[src/rtl/decoder_stage_if.sv]
// decoder_stage_if: fetch-side and execute-side handshake/bus signals of the
// RV32I/M decode stage.
//   slave  : the decode stage's view (consumes fetch inputs, drives bundle).
//   master : the environment's view (drives fetch inputs and I_ready).
// Signals:
//   I_flush            discard buffered entries and the current input
//   I_valid/O_ready    fetch-side handshake, I_instr/I_pc payload
//   O_valid/I_ready    execute-side handshake
//   O_pc .. O_illegal  decoded control bundle of the head entry
interface decoder_stage_if #(
    parameter int unsigned XLEN = 32
);
    logic            I_flush;
    logic            I_valid;
    logic            O_ready;
    logic [31:0]     I_instr;
    logic [XLEN-1:0] I_pc;

    logic            O_valid;
    logic            I_ready;
    logic [XLEN-1:0] O_pc;
    logic [4:0]      O_rs1;
    logic [4:0]      O_rs2;
    logic [4:0]      O_rd;
    logic [XLEN-1:0] O_imm;
    logic [5:0]      O_branchmask;
    logic [2:0]      O_funct3;
    logic [4:0]      O_alu_oper;
    logic            O_alu_s1_sel;
    logic [1:0]      O_alu_s2_sel;
    logic [2:0]      O_next_stage;
    logic            O_wb_from_alu;
    logic            O_wb_from_imm;
    logic            O_next_pc_from_alu;
    logic [1:0]      O_reg_input_sel;
    logic            O_illegal;

    modport slave (
        input  I_flush, I_valid, I_instr, I_pc, I_ready,
        output O_ready, O_valid, O_pc, O_rs1, O_rs2, O_rd, O_imm,
               O_branchmask, O_funct3, O_alu_oper, O_alu_s1_sel,
               O_alu_s2_sel, O_next_stage, O_wb_from_alu, O_wb_from_imm,
               O_next_pc_from_alu, O_reg_input_sel, O_illegal
    );

    modport master (
        output I_flush, I_valid, I_instr, I_pc, I_ready,
        input  O_ready, O_valid, O_pc, O_rs1, O_rs2, O_rd, O_imm,
               O_branchmask, O_funct3, O_alu_oper, O_alu_s1_sel,
               O_alu_s2_sel, O_next_stage, O_wb_from_alu, O_wb_from_imm,
               O_next_pc_from_alu, O_reg_input_sel, O_illegal
    );
endinterface

[src/rtl/decoder_stage.sv]
// decoder_stage: registered RV32I/M decode stage between fetch and execute.
// Instructions are decoded combinationally on I_instr and pushed into a
// DEPTH-entry FIFO; the head entry drives the control bundle.
// Ports:
//   I_clk, I_rst_n   clock (rising edge), asynchronous active-low reset
//   bus (slave)      fetch/execute handshakes and decoded bundle
//   O_perf_decoded   (DECODER_STAGE_PERF_EN only) saturating count of legal pops
//   O_perf_illegal   (DECODER_STAGE_PERF_EN only) saturating count of illegal pops
// Optional feature macro: DECODER_STAGE_PERF_EN.
// Encodings:
//   alu_oper   ADD=0 SUB=1 SLL=2 SLT=3 SLTU=4 XOR=5 SRL=6 SRA=7 OR=8 AND=9
//              MUL=10 MULH=11 MULHSU=12 MULHU=13 DIV=14 DIVU=15 REM=16 REMU=17
//   next_stage FETCH=0 WB=1 BRANCH=2 LOAD=3 STORE=4 SYSTEM=5 TRAP=6
//   alu_s1_sel REGVAL1=0 PC=1;  alu_s2_sel REGVAL2=0 IMM=1
//   reg_input_sel ALU=0 IMM=1 PC+4=2 MEM=3
module decoder_stage #(
    parameter int unsigned DEPTH = 2,
    parameter int unsigned M_EXT = 1,
    parameter int unsigned XLEN  = 32
) (
    input  logic           I_clk,
    input  logic           I_rst_n,
    decoder_stage_if.slave bus
`ifdef DECODER_STAGE_PERF_EN
    ,
    output logic [31:0]    O_perf_decoded,
    output logic [15:0]    O_perf_illegal
`endif
);

    generate
        if (XLEN != 32) begin : g_xlen_chk
            $error("decoder_stage: only XLEN=32 is supported");
        end
        if (DEPTH == 0 || (DEPTH & (DEPTH - 1)) != 0) begin : g_depth_chk
            $error("decoder_stage: DEPTH must be a power of two >= 1");
        end
    endgenerate

    localparam int unsigned PW = (DEPTH > 1) ? $clog2(DEPTH) : 1;
    localparam int unsigned CW = $clog2(DEPTH + 1);

    localparam logic [6:0] OPC_LUI     = 7'b0110111;
    localparam logic [6:0] OPC_AUIPC   = 7'b0010111;
    localparam logic [6:0] OPC_JAL     = 7'b1101111;
    localparam logic [6:0] OPC_JALR    = 7'b1100111;
    localparam logic [6:0] OPC_BRANCH  = 7'b1100011;
    localparam logic [6:0] OPC_LOAD    = 7'b0000011;
    localparam logic [6:0] OPC_STORE   = 7'b0100011;
    localparam logic [6:0] OPC_OPIMM   = 7'b0010011;
    localparam logic [6:0] OPC_OP      = 7'b0110011;
    localparam logic [6:0] OPC_MISCMEM = 7'b0001111;
    localparam logic [6:0] OPC_SYSTEM  = 7'b1110011;

    localparam logic [4:0] ALU_ADD  = 5'd0;
    localparam logic [4:0] ALU_SUB  = 5'd1;
    localparam logic [4:0] ALU_SLL  = 5'd2;
    localparam logic [4:0] ALU_SLT  = 5'd3;
    localparam logic [4:0] ALU_SLTU = 5'd4;
    localparam logic [4:0] ALU_XOR  = 5'd5;
    localparam logic [4:0] ALU_SRL  = 5'd6;
    localparam logic [4:0] ALU_SRA  = 5'd7;
    localparam logic [4:0] ALU_OR   = 5'd8;
    localparam logic [4:0] ALU_AND  = 5'd9;
    localparam logic [4:0] ALU_MUL  = 5'd10;

    localparam logic [2:0] NS_FETCH  = 3'd0;
    localparam logic [2:0] NS_WB     = 3'd1;
    localparam logic [2:0] NS_BRANCH = 3'd2;
    localparam logic [2:0] NS_LOAD   = 3'd3;
    localparam logic [2:0] NS_STORE  = 3'd4;
    localparam logic [2:0] NS_SYSTEM = 3'd5;
    localparam logic [2:0] NS_TRAP   = 3'd6;

    localparam logic       S1_PC   = 1'b1;
    localparam logic [1:0] S2_IMM  = 2'd1;
    localparam logic [1:0] RIS_IMM = 2'd1;
    localparam logic [1:0] RIS_PC4 = 2'd2;
    localparam logic [1:0] RIS_MEM = 2'd3;

    typedef struct packed {
        logic [XLEN-1:0] pc;
        logic [4:0]      rs1;
        logic [4:0]      rs2;
        logic [4:0]      rd;
        logic [XLEN-1:0] imm;
        logic [5:0]      branchmask;
        logic [2:0]      funct3;
        logic [4:0]      alu_oper;
        logic            alu_s1_sel;
        logic [1:0]      alu_s2_sel;
        logic [2:0]      next_stage;
        logic            wb_from_alu;
        logic            wb_from_imm;
        logic            next_pc_from_alu;
        logic [1:0]      reg_input_sel;
        logic            illegal;
    } entry_t;

    // Base integer ALU op from funct3; alt selects SUB/SRA.
    function automatic logic [4:0] alu_base(input logic [2:0] f3, input logic alt);
        logic [4:0] op;
        case (f3)
            3'b000:  op = alt ? ALU_SUB : ALU_ADD;
            3'b001:  op = ALU_SLL;
            3'b010:  op = ALU_SLT;
            3'b011:  op = ALU_SLTU;
            3'b100:  op = ALU_XOR;
            3'b101:  op = alt ? ALU_SRA : ALU_SRL;
            3'b110:  op = ALU_OR;
            default: op = ALU_AND;
        endcase
        return op;
    endfunction

    logic [31:0]     instr;
    logic [6:0]      opcode;
    logic [2:0]      f3;
    logic [6:0]      f7;
    logic [XLEN-1:0] imm_i;
    logic [XLEN-1:0] imm_s;
    logic [XLEN-1:0] imm_b;
    logic [XLEN-1:0] imm_u;
    logic [XLEN-1:0] imm_j;
    logic            illegal;
    entry_t          dec;

    assign instr  = bus.I_instr;
    assign opcode = instr[6:0];
    assign f3     = instr[14:12];
    assign f7     = instr[31:25];
    assign imm_i  = {{20{instr[31]}}, instr[31:20]};
    assign imm_s  = {{20{instr[31]}}, instr[31:25], instr[11:7]};
    assign imm_b  = {{19{instr[31]}}, instr[31], instr[7], instr[30:25], instr[11:8], 1'b0};
    assign imm_u  = {instr[31:12], 12'b0};
    assign imm_j  = {{11{instr[31]}}, instr[31], instr[19:12], instr[20], instr[30:21], 1'b0};

    // Combinational decode of the fetch-side instruction into a FIFO entry.
    always_comb begin
        dec        = '0;
        illegal    = 1'b0;
        dec.pc     = bus.I_pc;
        dec.rs1    = instr[19:15];
        dec.rs2    = instr[24:20];
        dec.rd     = instr[11:7];
        dec.funct3 = f3;
        case (opcode)
            OPC_LUI: begin
                dec.imm           = imm_u;
                dec.wb_from_imm   = 1'b1;
                dec.reg_input_sel = RIS_IMM;
                dec.next_stage    = NS_WB;
            end
            OPC_AUIPC: begin
                dec.imm         = imm_u;
                dec.alu_s1_sel  = S1_PC;
                dec.alu_s2_sel  = S2_IMM;
                dec.wb_from_alu = 1'b1;
                dec.next_stage  = NS_WB;
            end
            OPC_JAL: begin
                dec.imm              = imm_j;
                dec.alu_s1_sel       = S1_PC;
                dec.alu_s2_sel       = S2_IMM;
                dec.next_pc_from_alu = 1'b1;
                dec.reg_input_sel    = RIS_PC4;
                dec.next_stage       = NS_WB;
            end
            OPC_JALR: begin
                dec.imm              = imm_i;
                dec.alu_s2_sel       = S2_IMM;
                dec.next_pc_from_alu = 1'b1;
                dec.reg_input_sel    = RIS_PC4;
                dec.next_stage       = NS_WB;
                if (f3 != 3'b000) illegal = 1'b1;
            end
            OPC_BRANCH: begin
                dec.imm        = imm_b;
                dec.alu_oper   = ALU_SUB;
                dec.next_stage = NS_BRANCH;
                case (f3)
                    3'b000:  dec.branchmask = 6'b000001;
                    3'b001:  dec.branchmask = 6'b000010;
                    3'b100:  dec.branchmask = 6'b000100;
                    3'b101:  dec.branchmask = 6'b001000;
                    3'b110:  dec.branchmask = 6'b010000;
                    3'b111:  dec.branchmask = 6'b100000;
                    default: illegal = 1'b1;
                endcase
            end
            OPC_LOAD: begin
                dec.imm           = imm_i;
                dec.alu_s2_sel    = S2_IMM;
                dec.reg_input_sel = RIS_MEM;
                dec.next_stage    = NS_LOAD;
            end
            OPC_STORE: begin
                dec.imm        = imm_s;
                dec.alu_s2_sel = S2_IMM;
                dec.next_stage = NS_STORE;
            end
            OPC_OPIMM: begin
                dec.imm         = imm_i;
                dec.alu_s2_sel  = S2_IMM;
                dec.wb_from_alu = 1'b1;
                dec.next_stage  = NS_WB;
                // Shift-immediates reuse instr[31:25] as funct7.
                if (f3 == 3'b001) begin
                    dec.alu_oper = ALU_SLL;
                    if (f7 != 7'b0000000) illegal = 1'b1;
                end else if (f3 == 3'b101) begin
                    case (f7)
                        7'b0000000: dec.alu_oper = ALU_SRL;
                        7'b0100000: dec.alu_oper = ALU_SRA;
                        default:    illegal = 1'b1;
                    endcase
                end else begin
                    dec.alu_oper = alu_base(f3, 1'b0);
                end
            end
            OPC_OP: begin
                dec.wb_from_alu = 1'b1;
                dec.next_stage  = NS_WB;
                case (f7)
                    7'b0000000: dec.alu_oper = alu_base(f3, 1'b0);
                    7'b0100000: begin
                        if (f3 == 3'b000 || f3 == 3'b101) dec.alu_oper = alu_base(f3, 1'b1);
                        else                              illegal = 1'b1;
                    end
                    7'b0000001: begin
                        if (M_EXT != 0) dec.alu_oper = ALU_MUL + 5'(f3);
                        else            illegal = 1'b1;
                    end
                    default: illegal = 1'b1;
                endcase
            end
            OPC_MISCMEM: dec.next_stage = NS_FETCH;
            OPC_SYSTEM: begin
                dec.imm        = imm_i;
                dec.next_stage = NS_SYSTEM;
            end
            default: illegal = 1'b1;
        endcase
        if (instr[1:0] != 2'b11) illegal = 1'b1;
        if (illegal) begin
            dec.illegal          = 1'b1;
            dec.next_stage       = NS_TRAP;
            dec.wb_from_alu      = 1'b0;
            dec.wb_from_imm      = 1'b0;
            dec.next_pc_from_alu = 1'b0;
        end
    end

    entry_t          mem_q [DEPTH];
    entry_t          hold_q, hold_d;
    entry_t          head;
    logic [PW-1:0]   wr_ptr_q, wr_ptr_d;
    logic [PW-1:0]   rd_ptr_q, rd_ptr_d;
    logic [CW-1:0]   count_q, count_d;
    logic            ready;
    logic            valid;
    logic            push;
    logic            pop;

    function automatic logic [PW-1:0] ptr_inc(input logic [PW-1:0] p);
        return (p == PW'(DEPTH - 1)) ? '0 : p + PW'(1);
    endfunction

    // Handshake state depends only on registered occupancy.
    assign ready = (count_q != CW'(DEPTH));
    assign valid = (count_q != '0);
    assign push  = bus.I_valid && ready && !bus.I_flush;
    assign pop   = valid && bus.I_ready && !bus.I_flush;

    // Pointer/occupancy next state; flush wins over push and pop.
    always_comb begin
        wr_ptr_d = wr_ptr_q;
        rd_ptr_d = rd_ptr_q;
        count_d  = count_q;
        hold_d   = hold_q;
        if (bus.I_flush) begin
            wr_ptr_d = '0;
            rd_ptr_d = '0;
            count_d  = '0;
        end else begin
            if (push) wr_ptr_d = ptr_inc(wr_ptr_q);
            if (pop) begin
                rd_ptr_d = ptr_inc(rd_ptr_q);
                hold_d   = mem_q[rd_ptr_q];
            end
            if (push && !pop)      count_d = count_q + CW'(1);
            else if (pop && !push) count_d = count_q - CW'(1);
        end
    end

    always_ff @(posedge I_clk or negedge I_rst_n) begin
        if (!I_rst_n) begin
            wr_ptr_q <= '0;
            rd_ptr_q <= '0;
            count_q  <= '0;
            hold_q   <= '0;
        end else begin
            wr_ptr_q <= wr_ptr_d;
            rd_ptr_q <= rd_ptr_d;
            count_q  <= count_d;
            hold_q   <= hold_d;
        end
    end

    // Storage needs no reset: it is only visible while count_q is non-zero.
    always_ff @(posedge I_clk) begin
        if (push) mem_q[wr_ptr_q] <= dec;
    end

    // Empty FIFO shows the last popped entry (all-zero after reset).
    always_comb begin
        head = hold_q;
        if (valid) head = mem_q[rd_ptr_q];
    end

    assign bus.O_ready            = ready;
    assign bus.O_valid            = valid;
    assign bus.O_pc               = head.pc;
    assign bus.O_rs1              = head.rs1;
    assign bus.O_rs2              = head.rs2;
    assign bus.O_rd               = head.rd;
    assign bus.O_imm              = head.imm;
    assign bus.O_branchmask       = head.branchmask;
    assign bus.O_funct3           = head.funct3;
    assign bus.O_alu_oper         = head.alu_oper;
    assign bus.O_alu_s1_sel       = head.alu_s1_sel;
    assign bus.O_alu_s2_sel       = head.alu_s2_sel;
    assign bus.O_next_stage       = head.next_stage;
    assign bus.O_wb_from_alu      = head.wb_from_alu;
    assign bus.O_wb_from_imm      = head.wb_from_imm;
    assign bus.O_next_pc_from_alu = head.next_pc_from_alu;
    assign bus.O_reg_input_sel    = head.reg_input_sel;
    assign bus.O_illegal          = head.illegal;

`ifdef DECODER_STAGE_PERF_EN
    logic [31:0] perf_dec_q;
    logic [15:0] perf_ill_q;

    // Saturating pop counters; flush does not touch them.
    always_ff @(posedge I_clk or negedge I_rst_n) begin
        if (!I_rst_n) begin
            perf_dec_q <= '0;
            perf_ill_q <= '0;
        end else if (pop) begin
            if (head.illegal) begin
                if (perf_ill_q != '1) perf_ill_q <= perf_ill_q + 16'd1;
            end else begin
                if (perf_dec_q != '1) perf_dec_q <= perf_dec_q + 32'd1;
            end
        end
    end

    assign O_perf_decoded = perf_dec_q;
    assign O_perf_illegal = perf_ill_q;
`endif

endmodule

[src/flat_wrapper.sv]
// flat-port wrapper written by rule: the top's interface ports become plain ports
module decoder_stage_flat 
#(
    parameter int unsigned DEPTH = 2,
    parameter int unsigned M_EXT = 1,
    parameter int unsigned XLEN  = 32
)
  (I_clk, I_rst_n, bus_I_flush, bus_I_valid, bus_I_instr, bus_I_pc, bus_I_ready, bus_O_ready, bus_O_valid, bus_O_pc, bus_O_rs1, bus_O_rs2, bus_O_rd, bus_O_imm, bus_O_branchmask, bus_O_funct3, bus_O_alu_oper, bus_O_alu_s1_sel, bus_O_alu_s2_sel, bus_O_next_stage, bus_O_wb_from_alu, bus_O_wb_from_imm, bus_O_next_pc_from_alu, bus_O_reg_input_sel, bus_O_illegal);
  decoder_stage_if #(.XLEN(XLEN)) bus_i ();
  input  logic I_clk;
  input  logic I_rst_n;
  input wire logic [$bits(bus_i.I_flush)-1:0] bus_I_flush;
  input wire logic [$bits(bus_i.I_valid)-1:0] bus_I_valid;
  input wire logic [$bits(bus_i.I_instr)-1:0] bus_I_instr;
  input wire logic [$bits(bus_i.I_pc)-1:0] bus_I_pc;
  input wire logic [$bits(bus_i.I_ready)-1:0] bus_I_ready;
  output wire logic [$bits(bus_i.O_ready)-1:0] bus_O_ready;
  output wire logic [$bits(bus_i.O_valid)-1:0] bus_O_valid;
  output wire logic [$bits(bus_i.O_pc)-1:0] bus_O_pc;
  output wire logic [$bits(bus_i.O_rs1)-1:0] bus_O_rs1;
  output wire logic [$bits(bus_i.O_rs2)-1:0] bus_O_rs2;
  output wire logic [$bits(bus_i.O_rd)-1:0] bus_O_rd;
  output wire logic [$bits(bus_i.O_imm)-1:0] bus_O_imm;
  output wire logic [$bits(bus_i.O_branchmask)-1:0] bus_O_branchmask;
  output wire logic [$bits(bus_i.O_funct3)-1:0] bus_O_funct3;
  output wire logic [$bits(bus_i.O_alu_oper)-1:0] bus_O_alu_oper;
  output wire logic [$bits(bus_i.O_alu_s1_sel)-1:0] bus_O_alu_s1_sel;
  output wire logic [$bits(bus_i.O_alu_s2_sel)-1:0] bus_O_alu_s2_sel;
  output wire logic [$bits(bus_i.O_next_stage)-1:0] bus_O_next_stage;
  output wire logic [$bits(bus_i.O_wb_from_alu)-1:0] bus_O_wb_from_alu;
  output wire logic [$bits(bus_i.O_wb_from_imm)-1:0] bus_O_wb_from_imm;
  output wire logic [$bits(bus_i.O_next_pc_from_alu)-1:0] bus_O_next_pc_from_alu;
  output wire logic [$bits(bus_i.O_reg_input_sel)-1:0] bus_O_reg_input_sel;
  output wire logic [$bits(bus_i.O_illegal)-1:0] bus_O_illegal;
  assign bus_i.I_flush = bus_I_flush;
  assign bus_i.I_valid = bus_I_valid;
  assign bus_i.I_instr = bus_I_instr;
  assign bus_i.I_pc = bus_I_pc;
  assign bus_i.I_ready = bus_I_ready;
  assign bus_O_ready = bus_i.O_ready;
  assign bus_O_valid = bus_i.O_valid;
  assign bus_O_pc = bus_i.O_pc;
  assign bus_O_rs1 = bus_i.O_rs1;
  assign bus_O_rs2 = bus_i.O_rs2;
  assign bus_O_rd = bus_i.O_rd;
  assign bus_O_imm = bus_i.O_imm;
  assign bus_O_branchmask = bus_i.O_branchmask;
  assign bus_O_funct3 = bus_i.O_funct3;
  assign bus_O_alu_oper = bus_i.O_alu_oper;
  assign bus_O_alu_s1_sel = bus_i.O_alu_s1_sel;
  assign bus_O_alu_s2_sel = bus_i.O_alu_s2_sel;
  assign bus_O_next_stage = bus_i.O_next_stage;
  assign bus_O_wb_from_alu = bus_i.O_wb_from_alu;
  assign bus_O_wb_from_imm = bus_i.O_wb_from_imm;
  assign bus_O_next_pc_from_alu = bus_i.O_next_pc_from_alu;
  assign bus_O_reg_input_sel = bus_i.O_reg_input_sel;
  assign bus_O_illegal = bus_i.O_illegal;
  decoder_stage #(.DEPTH(DEPTH), .M_EXT(M_EXT), .XLEN(XLEN)) u_core (.I_clk(I_clk), .I_rst_n(I_rst_n), .bus(bus_i));
endmodule
[config.mk]
export PLATFORM = sky130hd
export DESIGN_NAME = decoder_stage_flat
export DESIGN_NICKNAME = d
export VERILOG_FILES = /design/src/rtl/decoder_stage_if.sv /design/src/rtl/decoder_stage.sv /design/src/flat_wrapper.sv
export SDC_FILE = /design/constraint.sdc
export NUM_CORES = 1
export LEC_CHECK = 0
export CAP_MARGIN = 20
export CORE_MARGIN = 2
export CORE_UTILIZATION = 30
export CTS_BUF_LIST = sky130_fd_sc_hd__clkbuf_8 sky130_fd_sc_hd__clkbuf_16
export CTS_CLUSTER_SIZE = 14
export DETAILED_ROUTE_END_ITERATION = 10
export PLACE_DENSITY_LB_ADDON = 0.1
export SLEW_MARGIN = 10
export SYNTH_ARGS = -nofsm -noshare
export SYNTH_HDL_FRONTEND = slang
export SYNTH_SLANG_ARGS = --single-unit
[constraint.sdc]
create_clock -name I_clk -period 10.1 [get_ports I_clk]
set_clock_uncertainty 0.1 [all_clocks]
set_input_delay 1.515 -clock I_clk [delete_from_list [all_inputs] [get_ports I_clk]]
set_output_delay 1.515 -clock I_clk [all_outputs]
set_load 0.005 [all_outputs]
* Yosys cells after proc, flatten, opt, wreduce, memory -nomap -nowiden
Memories as Yosys holds them, arrays and structs flattened. Cells that the tools add are included.
Word-level totals: register bits 109, bits in writable memories 208, output and inout port bits 107, word-level logic and storage cells 121, memories kept 1
Cells by class: add/sub/neg operators 5, eq/ne operators 22, multiplexer cells 43, bitwise gates (word level) 1, reduce and logical (&&, ||, !) cells 30
Memory list:
- u_core.mem_q | depth 2, width 104, read ports 1, clocked after memory_dff 0, wr ports 1, line decoder_stage.sv:254 | entry_t mem_q [DEPTH];
Operators by type and width (count):
- 32-bit one-hot mux with 5 select lines | 1
- 105-bit two-way mux | 1
- 4-bit one-hot mux with 7 select lines | 2
- 6-bit one-hot mux with 6 select lines | 1
- 5-bit one-hot mux with 3 select lines | 2
- 7-bit by 6-bit == test with 1-bit output, second input constant | 4
- 7-bit == test, second input constant | 4
- 1-bit two-way mux | 22
- 4-bit one-hot mux with 5 select lines | 1
- 6-bit OR reduction | 3
- 3-bit one-hot mux with 5 select lines | 1
- 7-bit by 5-bit == test with 1-bit output, second input constant | 2
- 3-bit == test, second input constant | 4
- 6-bit two-way mux | 2
- 5-bit two-way mux | 2
- 2-bit OR reduction | 5
- 7-bit by 1-bit == test with 1-bit output, second input constant | 1
- 7-bit by 2-bit == test with 1-bit output, second input constant | 1
- 7-bit by 4-bit == test with 1-bit output, second input constant | 1
- 7-bit logical NOT | 1
- 7-bit nonzero test | 1
- 7-bit OR reduction | 1
- 3-bit by 2-bit == test with 1-bit output, second input constant | 2
- 1-bit logical AND | 6
- 21 further kinds | 30

* Logic depth before layout (Yosys ltp)
Gate-level depths: netlist of run 1.
depth after elaboration 8, depth in mapped cells 7, mapped depth without buffers 5

* Worst setup path before layout of run 1
OpenSTA, ideal clock, no wires.
kind in2reg, start point input port bus_I_flush, end point memory u_core.mem_q[1][0] (netlist bit) (enable), arrival time 9.243 ns, data required time 9.285 ns, slack 0.042 ns, stages on the path 2, path buffers 1, cells stage by stage clkbuf_1 > nor3b_1
On the way: word-level cells in the longest chain between the ends 4
Ends and longest elaborated chain:
- from (decl) | line flat_wrapper.sv:12 | input wire logic [$bits(bus_i.I_flush)-1:0] bus_I_flush;
- 1-bit logical NOT | line decoder_stage.sv:272 | assign push = bus.I_valid && ready && !bus.I_flush;
- 1-bit logical AND | line decoder_stage.sv:272
- 1-bit two-way mux | line decoder_stage.sv:312 | if (push) mem_q[wr_ptr_q] <= dec;
- 1-bit two-way mux (not written as such) | line decoder_stage.sv:312
- to (decl) | line decoder_stage.sv:254
Every way passes these cells.

* Worst setup path after layout of run 1
start point register u_core.rd_ptr_q, end point output port bus_O_imm[7]
On the way: word-level cells in the longest chain between the ends 2
Ends and longest elaborated chain:
- from (decl) | line decoder_stage.sv:258 | logic [PW-1:0] rd_ptr_q, rd_ptr_d;
- from (signal assigned) | line decoder_stage.sv:304 | rd_ptr_q <= rd_ptr_d;
- memory read 2 x 104 bit
- 105-bit two-way mux | line decoder_stage.sv:318 | if (valid) head = mem_q[rd_ptr_q];
- to (decl) | line flat_wrapper.sv:23 | output wire logic [$bits(bus_i.O_imm)-1:0] bus_O_imm;
Every way passes these cells.

==> results of run 1 <==
[layout make-up]
| class | count | area, µm² |
|---|---|---|
| fill | 4307 | 27030 |
| sequential | 316 | 8952 |
| multi-input combinational | 702 | 4050 |
| timing repair buffer | 189 | 1869 |
| clock buffer | 47 | 1097 |
| tap | 592 | 740.7 |
| clock inverter | 25 | 172.7 |
| inverter | 5 | 18.77 |
| antenna | 2 | 5.005 |
[final timing paths]
kind / startpoint / endpoint / slack (ps)
setup / recovery: u_core.rd_ptr_q / bus_O_imm[7] / 4720
hold / removal: u_core.hold_q[79] / u_core.hold_q[79] / 420
setup reg to reg: u_core.count_q[1] / u_core.hold_q[40] / 6280
hold reg to reg: u_core.hold_q[79] / u_core.hold_q[79] / 420
max in group asynchronous: I_rst_n / u_core.hold_q[73] / 7580
min in group asynchronous: I_rst_n / u_core.hold_q[95] / 1000
[cell families after synthesis]
group | synth area share, %
muxes | 7.840
AOI/OAI and AO/OA | 12.10
buffers and inverters | 2.337
xor gates and xnor gates | 0.2639
other | 0.02824
DFF | 67.40
and+or+nand+nor | 9.942
adders and majority gates | 0.09422
[worst reg2reg max path, stage by stage (launching register included)]
cell and delay [ps]:
sky130_fd_sc_hd__dfrtp_1 420, sky130_fd_sc_hd__or2_4 480, sky130_fd_sc_hd__buf_4 630, sky130_fd_sc_hd__nand2_1 240, sky130_fd_sc_hd__nor2_4 750, sky130_fd_sc_hd__buf_4 780, sky130_fd_sc_hd__a21oi_1 260
[flip-flops by register name (all words and copies together), names as in the netlist]
name,cells
u_core.hold_q,104
u_core.count_q,2
u_core.wr_ptr_q,1
u_core.mem_q,208
u_core.rd_ptr_q,1
[where the power goes]
part	internal, mW	total (mW)	switching (mW)
sequential	1.54	1.62	0.0800
clock	0.821	1.35	0.533
combinational	0.360	0.686	0.326
total	2.72	3.66	0.939
[per-layer routing]
layer / GRT usage (%) / wire, µm / up-vias
met2: 23.38 / 15940 / 201
li1: - / - / 4285
met5: 0 / 13 / -
met3: 4.270 / 1897 / 36
met1: 21.12 / 16410 / 4320
met4: 4.236 / 524 / 2
[Yosys cell counts, types with 2 or more instances]
cell type                    n
sky130_fd_sc_hd__a22o_1      4
sky130_fd_sc_hd__clkbuf_1   58
sky130_fd_sc_hd__o21a_1      2
sky130_fd_sc_hd__a32o_1      2
sky130_fd_sc_hd__nor2_1    232
sky130_fd_sc_hd__o21ai_0     7
sky130_fd_sc_hd__nand3_1     5
sky130_fd_sc_hd__a22oi_1     2
sky130_fd_sc_hd__nand2b_1   10
sky130_fd_sc_hd__nor2b_1     5
sky130_fd_sc_hd__dfrtp_1   108
sky130_fd_sc_hd__xor2_1      2
sky130_fd_sc_hd__mux2i_1   104
sky130_fd_sc_hd__nor3_1     10
sky130_fd_sc_hd__nor4_1      5
sky130_fd_sc_hd__nor3b_1     3
sky130_fd_sc_hd__and2_1      8
sky130_fd_sc_hd__edfxtp_1  208
sky130_fd_sc_hd__o21bai_1    2
sky130_fd_sc_hd__a31oi_1     7
sky130_fd_sc_hd__a21o_1     19
sky130_fd_sc_hd__nand2_1    19
sky130_fd_sc_hd__a21oi_1   221
sky130_fd_sc_hd__buf_2      11
sky130_fd_sc_hd__o22ai_1     2
sky130_fd_sc_hd__xnor2_1     2
sky130_fd_sc_hd__buf_1       3
sky130_fd_sc_hd__inv_1       4
==> flow_metrics.tcl, run 1 <==
set metrics [dict create \
    status "finished clean" \
    timing.final.hold_violations 0 \
    worstPathCellList "buf_4 > mux2i_1 > a21oi_1 > clkdlybuf4s50_1" \
    fmax_mhz 185.8 \
    post_cts_setup_inserts 0 \
    core-area_um2 43930 \
    layout_common_cells "sky130_fd_sc_hd__nor2_1 (231), sky130_fd_sc_hd__a21oi_1 (221), sky130_fd_sc_hd__edfxtp_1 (208)" \
    end_kind "output port" \
    cts-resized-gates 0 \
    dieWidth_um 214.4 \
    drt_drc_violations_left 0 \
    synth-seq-cells 316 \
    timing.critical_path.slowest_stage_cell "sky130_fd_sc_hd__dfrtp_4" \
    maxCapViolations 0 \
    firstDrtPassIters 5 \
    global_route_wire_length_before_repair_um 53890 \
    worstPathRequired_ps 8490 \
    cts_hold_repair.buffers 0 \
    grt_overflow 0 \
    io_buffers 174 \
    post-route-worst-setup-slack_ps 4719 \
    vias 8844 \
    syn-mean-instance-area_um2 12.11 \
    crit_family "buffers and inverters" \
    synthDominantCellAreaShare_pct 47.04 \
    hpwl_reported_at_the_end_of_detailed_placement_um 21760 \
    placed_cell_area_um2 15600 \
    vias_in_the_first_global_route 8740 \
    chipHeight_um 214.4 \
    ys_warn_count 0 \
    htree_num_levels 2 \
    criticalPathCategory "flip-flop to output port" \
    synthesis.nets 1166 \
    numClockSinks 316 \
    cts_tree "yes" \
    ys_seq_area_share_pct 67.40 \
    synth_cell_types 59 \
    path_buf_inv 2 \
    place_congestion 0.7348 \
    dp_cells 1803 \
    rows 77 \
    post_drt_wl_per_cell_um 18.53 \
    clkTransAtPathRegs_ps 50 \
    worst_ir_drop_vdd_uv 104.6 \
    drtIter0Drc 543 \
    fin_util_pct 38.48 \
    p_leak_nw 6.084 \
    grt_antenna_before_repair 3 \
    final-setup-viol-count 0 \
    layout-drive-gt1-share_pct 6.698 \
    stdcell_count 1878 \
    synth-edff-count 208 \
    worst_path_largest_cell_delay_ps 1130 \
    post_synth_inst_count 1096 \
    floorplan.initialDensity_pct 30.22 \
    area_added_between_synthesis_and_finish_pct 27.33 \
    clock-root-buffer "sky130_fd_sc_hd__clkbuf_16" \
    power-per-cell-area_nw_per_um2 216.5 \
    top_post_synthesis_cells_by_area "sky130_fd_sc_hd__edfxtp_1 (47%), sky130_fd_sc_hd__dfrtp_1 (20%), sky130_fd_sc_hd__a21oi_1 (8.3%)" \
    insertion_delay_ps 550 \
    dp_worst_setup_slack_ps 5214 \
    drv_slew 0 \
    postSynth.asyncResetShare_pct 34.18 \
    unrepaired_setup_endpoints_after_global_routing "false" \
    die_area_um2 45960 \
    worst_hold_slack_ps 421.8 \
    setup_total_negative_slack_ps 0 \
    path_max_fanout 54 \
    antenna_viol_nets_final 0 \
    hold_path_depth 2 \
    cts_inserted_buffers 39 \
    reg2regPathDepth 6 \
    worstSetupPathDepth 4 \
    final_common_cell "sky130_fd_sc_hd__nor2_1" \
    post-route-cell-area_um2 16910 \
    postSynth.topFlopCell "sky130_fd_sc_hd__edfxtp_1" \
    pin_count_of_the_biggest_net_entering_global_routing 102 \
    relSlewSlack_pct 29.41 \
    post-synth-top-area-cell "sky130_fd_sc_hd__edfxtp_1" \
    wl_um 34790 \
    io-pin-count 176 \
    power_total_mw 3.660 \
    worst-endpoint-arrival_ps 3770 \
    netlist_area_um2 13280 \
    timing.hold.worst.class "flip-flop to flip-flop" \
    fin_crit_ps 5381 \
    ctsLongestPathBuffers 3 \
    startpoint_class_of_the_critical_path "flip-flop" \
    grt.total_usage_pct 15.23 \
    worst-slew-pin-transition_ps 1059 \
    net_count_reported_at_finish 1323 \
    finalCritPeriodShare_pct 53.28 \
    detail_route.vias_per_cell 4.709 \
]
Note: power is estimated with default switching activity, not from simulation.
==> run 2, diff against run 1 <==
==> constraint.sdc (replaced) <==
create_clock -name I_clk -period 5 [get_ports I_clk]
set_clock_uncertainty 0.1 [all_clocks]
set_input_delay 0.75 -clock I_clk [delete_from_list [all_inputs] [get_ports I_clk]]
set_output_delay 0.75 -clock I_clk [all_outputs]
set_load 0.005 [all_outputs]
==> run 2 against run 1 <==
Against the previous run:
- clock-buffer cell count rose by 2
- critical endpoint is now bus_O_rd[2]
- critical path type unchanged
- critical path depth did not move
- non-clock buffer count rose by 5
- sequential share of layout area fell by 0.23 points
- final cell count rose by 0.11%
- sequential power rose by 100%
- total power rose by 100%
==> flow_metrics.tcl, run 2 (synthesis results as in run 1) <==
set metrics [dict create \
    status "finished clean" \
    wl_um 34320 \
    fin_crit_ps 3758 \
    io-pin-count 176 \
    cts_hold_repair.buffers 0 \
    criticalPathCategory "flip-flop to output port" \
    layout_top_registers "u_core.mem_q x208, u_core.hold_q x104, u_core.count_q x2" \
    io_buffers 174 \
    layout.area.seq_um2 8952 \
    drt_drc_violations_left 0 \
    floorplan.initialDensity_pct 30.22 \
    fill_cells 4291 \
    timing.rr.start "u_core.count_q[1]" \
    die_area_um2 45960 \
    power_total_mw 7.391 \
    stdcell_count 1880 \
    dp_worst_setup_slack_ps 1437 \
    detail_route.vias_per_cell 4.720 \
    path_max_fanout 30 \
    power-per-cell-area_nw_per_um2 435.3 \
    end_kind "output port" \
    post_cts_setup_inserts 0 \
    layout-drive-gt1-share_pct 7.459 \
    maxCapViolations 0 \
    ctsLongestPathBuffers 3 \
    clock-root-buffer "sky130_fd_sc_hd__clkbuf_16" \
    cts_inserted_buffers 38 \
    insertion_delay_ps 540 \
    drtIter0Drc 551 \
    numClockSinks 316 \
    timing.final.hold_violations 0 \
    grt_antenna_before_repair 3 \
    finalCritPeriodShare_pct 75.17 \
    multi_input_comb_area_um2 4063 \
    chipHeight_um 214.4 \
    worst-endpoint-arrival_ps 2910 \
    worst_ir_drop_vdd_uv 235.8 \
    net_count_reported_at_finish 1327 \
    worst_hold_slack_ps 184.8 \
    largest-register "u_core.mem_q" \
    final_common_cell "sky130_fd_sc_hd__nor2_1" \
    antenna_viol_nets_final 0 \
    p_leak_nw 6.092 \
    timing.hold.worst.class "primary input to asynchronous set/reset pin" \
    hpwl_reported_at_the_end_of_detailed_placement_um 21320 \
    cts_tree "yes" \
    startpoint_class_of_the_critical_path "flip-flop" \
    cts-resized-gates 0 \
    drv_slew 0 \
    worst-slew-pin-transition_ps 921.9 \
    unrepaired_setup_endpoints_after_global_routing "false" \
    clkTransAtPathRegs_ps 50 \
    largest_reg_flops 208 \
    relSlewSlack_pct 38.27 \
    area_added_between_synthesis_and_finish_pct 27.87 \
    final-setup-viol-count 0 \
    crit_path_from "u_core.rd_ptr_q" \
    fmax_mhz 266.1 \
    worstPathRequired_ps 4150 \
    pin_count_of_the_biggest_net_entering_global_routing 113 \
    post-route-worst-setup-slack_ps 1242 \
    grt.total_usage_pct 14.94 \
    vias_in_the_first_global_route 8616 \
    vias 8873 \
    dp_cells 1808 \
    rows 77 \
    htree_num_levels 2 \
    firstDrtPassIters 6 \
    place_congestion 0.7741 \
    dieWidth_um 214.4 \
    timing.reg2reg.setup_slack_ps 2070 \
    setup_total_negative_slack_ps 0 \
    global_route_wire_length_before_repair_um 52740 \
    layout_common_cells "sky130_fd_sc_hd__nor2_1 (231), sky130_fd_sc_hd__a21oi_1 (221), sky130_fd_sc_hd__edfxtp_1 (208)" \
    core-area_um2 43930 \
    post_drt_wl_per_cell_um 18.26 \
    grt_overflow 0 \
]
==> run 2: cell count changes in the layout (fill, tap and decap cells not counted), sizes merged <==
| cell | change |
|---|---|
| clkinvlp | +2 |
| clkinv | +1 |
| clkbuf | +3 |
| buf | +4 |
| inv | -6 |
| diode | -1 |
| bufinv | -1 |
==> run 2: final cells by class <==
| class | count | area share (%) |
|---|---|---|
| Antenna cell | 1 | 0.01474 |
| Clock buffer | 49 | 6.559 |
| Clock inverter | 21 | 0.8548 |
| Inverter | 5 | 0.1105 |
| Multi-Input combinational cell | 702 | 23.93 |
| Sequential cell | 316 | 52.73 |
| Tap cell | 592 | 4.363 |
| Timing Repair Buffer | 194 | 11.44 |
==> run 2: critical path: stages, from the launching register on <==
cell                              delay (ps)
sky130_fd_sc_hd__dfrtp_4                 790
sky130_fd_sc_hd__buf_4                   550
sky130_fd_sc_hd__mux2i_1                 180
sky130_fd_sc_hd__a21oi_1                 260
sky130_fd_sc_hd__clkdlybuf4s50_1         540
==> run 2: routing by layer <==
metal,vias up,share of wire [%],track usage [%]
met3,41,4.5,3.730
met4,2,1.8,3.773
met2,191,46,23.74
met5,-,0.038,0
li1,4295,-,-
met1,4344,47,20.47
==> run 2: through the flow <==
stage          utilization (%)  instance area (µm²)
2_1_floorplan                -                13290
3_3_place_gp             35.76                15710
3_5_place_dp             35.76                15710
4_1_cts                  38.63                16970
5_1_grt                  38.64                16980
6_report                 38.65                16980
==> run 2: final timing paths <==
| kind | endpoint | cells past startpoint |
|---|---|---|
| min reg2reg | u_core.hold_q[88] | 2 |
| min in group I_clk | u_core.hold_q[88] | 2 |
| min | u_core.hold_q[96] | 1 |
| max reg2reg | u_core.hold_q[73] | 7 |
| max in group asynchronous | u_core.hold_q[85] | 2 |
| max | bus_O_rd[2] | 4 |
==> run 2: report_power, final <==
part / switching, mW / leakage (nW) / internal [mW]
logic: 0.684 / 2.28 / 0.733
registers: 0.149 / 3.18 / 3.11
clock network: 1.09 / 0.639 / 1.63
total: 1.92 / 6.09 / 5.47
==> run 3, diff against run 2 <==
==> constraint.sdc (replaced) <==
create_clock -name I_clk -period 3.9 [get_ports I_clk]
set_clock_uncertainty 0.1 [all_clocks]
set_input_delay 0.585 -clock I_clk [delete_from_list [all_inputs] [get_ports I_clk]]
set_output_delay 0.585 -clock I_clk [all_outputs]
set_load 0.005 [all_outputs]
==> run 3 against run 2 <==
Against the previous run:
- highest routed layer unchanged
- flip-flop and latch count did not move
- utilization rose by 0.19 points
- sequential power rose by 28%
- clock-buffer cell count fell by 4
- first-iteration DRC count rose by 0.36%
- critical path depth rose by 1
==> flow_metrics.tcl, run 3 (synthesis results as in run 1) <==
set metrics [dict create \
    status "finished clean" \
    drt_drc_violations_left 0 \
    pin_count_of_the_biggest_net_entering_global_routing 161 \
    worst-endpoint-arrival_ps 2770 \
    fin_crit_ps 3452 \
    die_area_um2 45960 \
    global_route_wire_length_before_repair_um 52910 \
    worstPathRequired_ps 3210 \
    final_common_cell "sky130_fd_sc_hd__nor2_1" \
    fmax_mhz 289.7 \
    timing.final.hold_violations 0 \
    numClockSinks 316 \
    net_count_reported_at_finish 1335 \
    layout_top_registers "u_core.mem_q x208, u_core.hold_q x104, u_core.count_q x2" \
    ctsLongestPathBuffers 3 \
    worst-slew-pin-transition_ps 908.6 \
    clock-root-buffer "sky130_fd_sc_hd__clkbuf_16" \
    cts_inserted_buffers 38 \
    rows 77 \
    worst_ir_drop_vdd_uv 269.2 \
    vias_in_the_first_global_route 8549 \
    fin_util_pct 38.83 \
    place_congestion 0.7946 \
    intPower_mw 7.024 \
    power.switching_fraction_pct 25.61 \
    p_leak_nw 6.171 \
    grt_overflow 0 \
    finalCritPeriodShare_pct 88.51 \
    htree_num_levels 2 \
    final-setup-viol-count 0 \
    path_max_fanout 42 \
    insertion_delay_ps 540 \
    crit_family "buffers and inverters" \
    detail_route.vias_per_cell 4.734 \
    timing.hold.worst.class "primary input to asynchronous set/reset pin" \
    comb_power_share_pct 19.5 \
    post_cts_setup_inserts 0 \
    power_total_mw 9.443 \
    vias 8923 \
    switchingPower_mw 2.418 \
    core-area_um2 43930 \
    clkTransAtPathRegs_ps 50 \
    sequential_share_of_power_pct 44.1 \
    hpwl_reported_at_the_end_of_detailed_placement_um 21070 \
    io_buffers 174 \
    relSlewSlack_pct 39.43 \
    firstDrtPassIters 5 \
    grt_antenna_before_repair 1 \
    unrepaired_setup_endpoints_after_global_routing "false" \
    criticalPathCategory "flip-flop to output port" \
    floorplan.initialDensity_pct 30.22 \
    startpoint_class_of_the_critical_path "flip-flop" \
    largest-register "u_core.mem_q" \
    post_drt_wl_per_cell_um 18.27 \
    path_buf_inv 2 \
    worst_path_largest_cell_delay_ps 530 \
    maxCapViolations 0 \
    largest_reg_flops 208 \
    cts_hold_repair.buffers 0 \
    layout_common_cells "sky130_fd_sc_hd__nor2_1 (231), sky130_fd_sc_hd__a21oi_1 (221), sky130_fd_sc_hd__edfxtp_1 (208)" \
    cts-resized-gates 0 \
    area_added_between_synthesis_and_finish_pct 28.49 \
    grt.total_usage_pct 14.94 \
    clock_power_share_pct 36.3 \
    worstPathCellList "or2_4 > buf_4 > nor2_1 > a21oi_1 > clkdlybuf4s50_1" \
    end_kind "output port" \
    dieWidth_um 214.4 \
    chipHeight_um 214.4 \
    timing.critical_path.slowest_stage_cell "sky130_fd_sc_hd__or2_4" \
    power-per-cell-area_nw_per_um2 553.5 \
    wl_um 34430 \
    io-pin-count 176 \
    layout-drive-gt1-share_pct 7.121 \
    antenna_viol_nets_final 0 \
    drv_slew 0 \
    drtIter0Drc 553 \
    cts_tree "yes" \
]
## run 3: worst reg2reg max path: stages (launching register included)
cell                      delay (ps)
sky130_fd_sc_hd__dfrtp_1         410
sky130_fd_sc_hd__or2_4           530
sky130_fd_sc_hd__buf_4           480
sky130_fd_sc_hd__nand2_1         190
sky130_fd_sc_hd__nor2_4          140
sky130_fd_sc_hd__buf_12          480
sky130_fd_sc_hd__nor2_1          250
sky130_fd_sc_hd__a21oi_1         140
## run 3: cell type report
| cell class | count | area [µm²] |
|---|---|---|
| diodes | 1 | 2.502 |
| clock buffers | 45 | 1081 |
| clock inverters | 22 | 136.4 |
| fillers | 4260 | 26870 |
| inverters | 5 | 18.77 |
| multi-input cells | 702 | 4063 |
| flip-flops and latches | 316 | 8952 |
| well taps | 592 | 740.7 |
| repair buffers | 202 | 2066 |
## run 3: worst paths after layout
path                       slack (ps)  depth (start not counted)         startpoint           endpoint
setup / recovery                  450                          5  u_core.count_q[0]       bus_O_pc[30]
hold reg to reg                   420                          2  u_core.hold_q[80]  u_core.hold_q[80]
hold / removal                     20                          1            I_rst_n  u_core.hold_q[95]
setup reg to reg                 1090                          7  u_core.count_q[0]  u_core.hold_q[33]
max in group asynchronous        2820                          2            I_rst_n  u_core.hold_q[44]
min in group I_clk                420                          2  u_core.hold_q[80]  u_core.hold_q[80]
## run 3: power by group through the flow
| stage | sequential (mW) | combinational, mW | clock [mW] |
|---|---|---|---|
| after floorplan | 4.20 | 0.914 | 0 |
| after global placement | 4.22 | 1.86 | 0 |
| after detailed placement | 4.23 | 1.88 | 0 |
| after CTS | 4.17 | 1.89 | 3.56 |
| after global routing | 4.21 | 2.06 | 3.69 |
| final | 4.17 | 1.84 | 3.43 |
## run 3: metal layers
metal	up-vias	share of wire, %	track usage (%)
li1	4303	-	-
met1	4360	48	21.63
met2	206	45	22.34
met3	52	4.7	3.135
met4	2	2.1	4.861
met5	-	0.026	0
## run 3: metrics by stage
step | worst slack, ps | TNS [ps] | std cells | hold slack (ps) | instance area, µm²
4_1_cts | 330.4 | 0 | 1884 | 66.09 | 17060
2_1_floorplan | -32.88 | -3419 | 1096 | 189.4 | 13320
6_report | 448.2 | 0 | 1885 | 20.25 | 17060
3_3_place_gp | 736.5 | 0 | 1817 | 406.9 | 15840
5_1_grt | 153.1 | 0 | 1884 | 96.80 | 17060
3_5_place_dp | 672.2 | 0 | 1817 | 416.8 | 15840
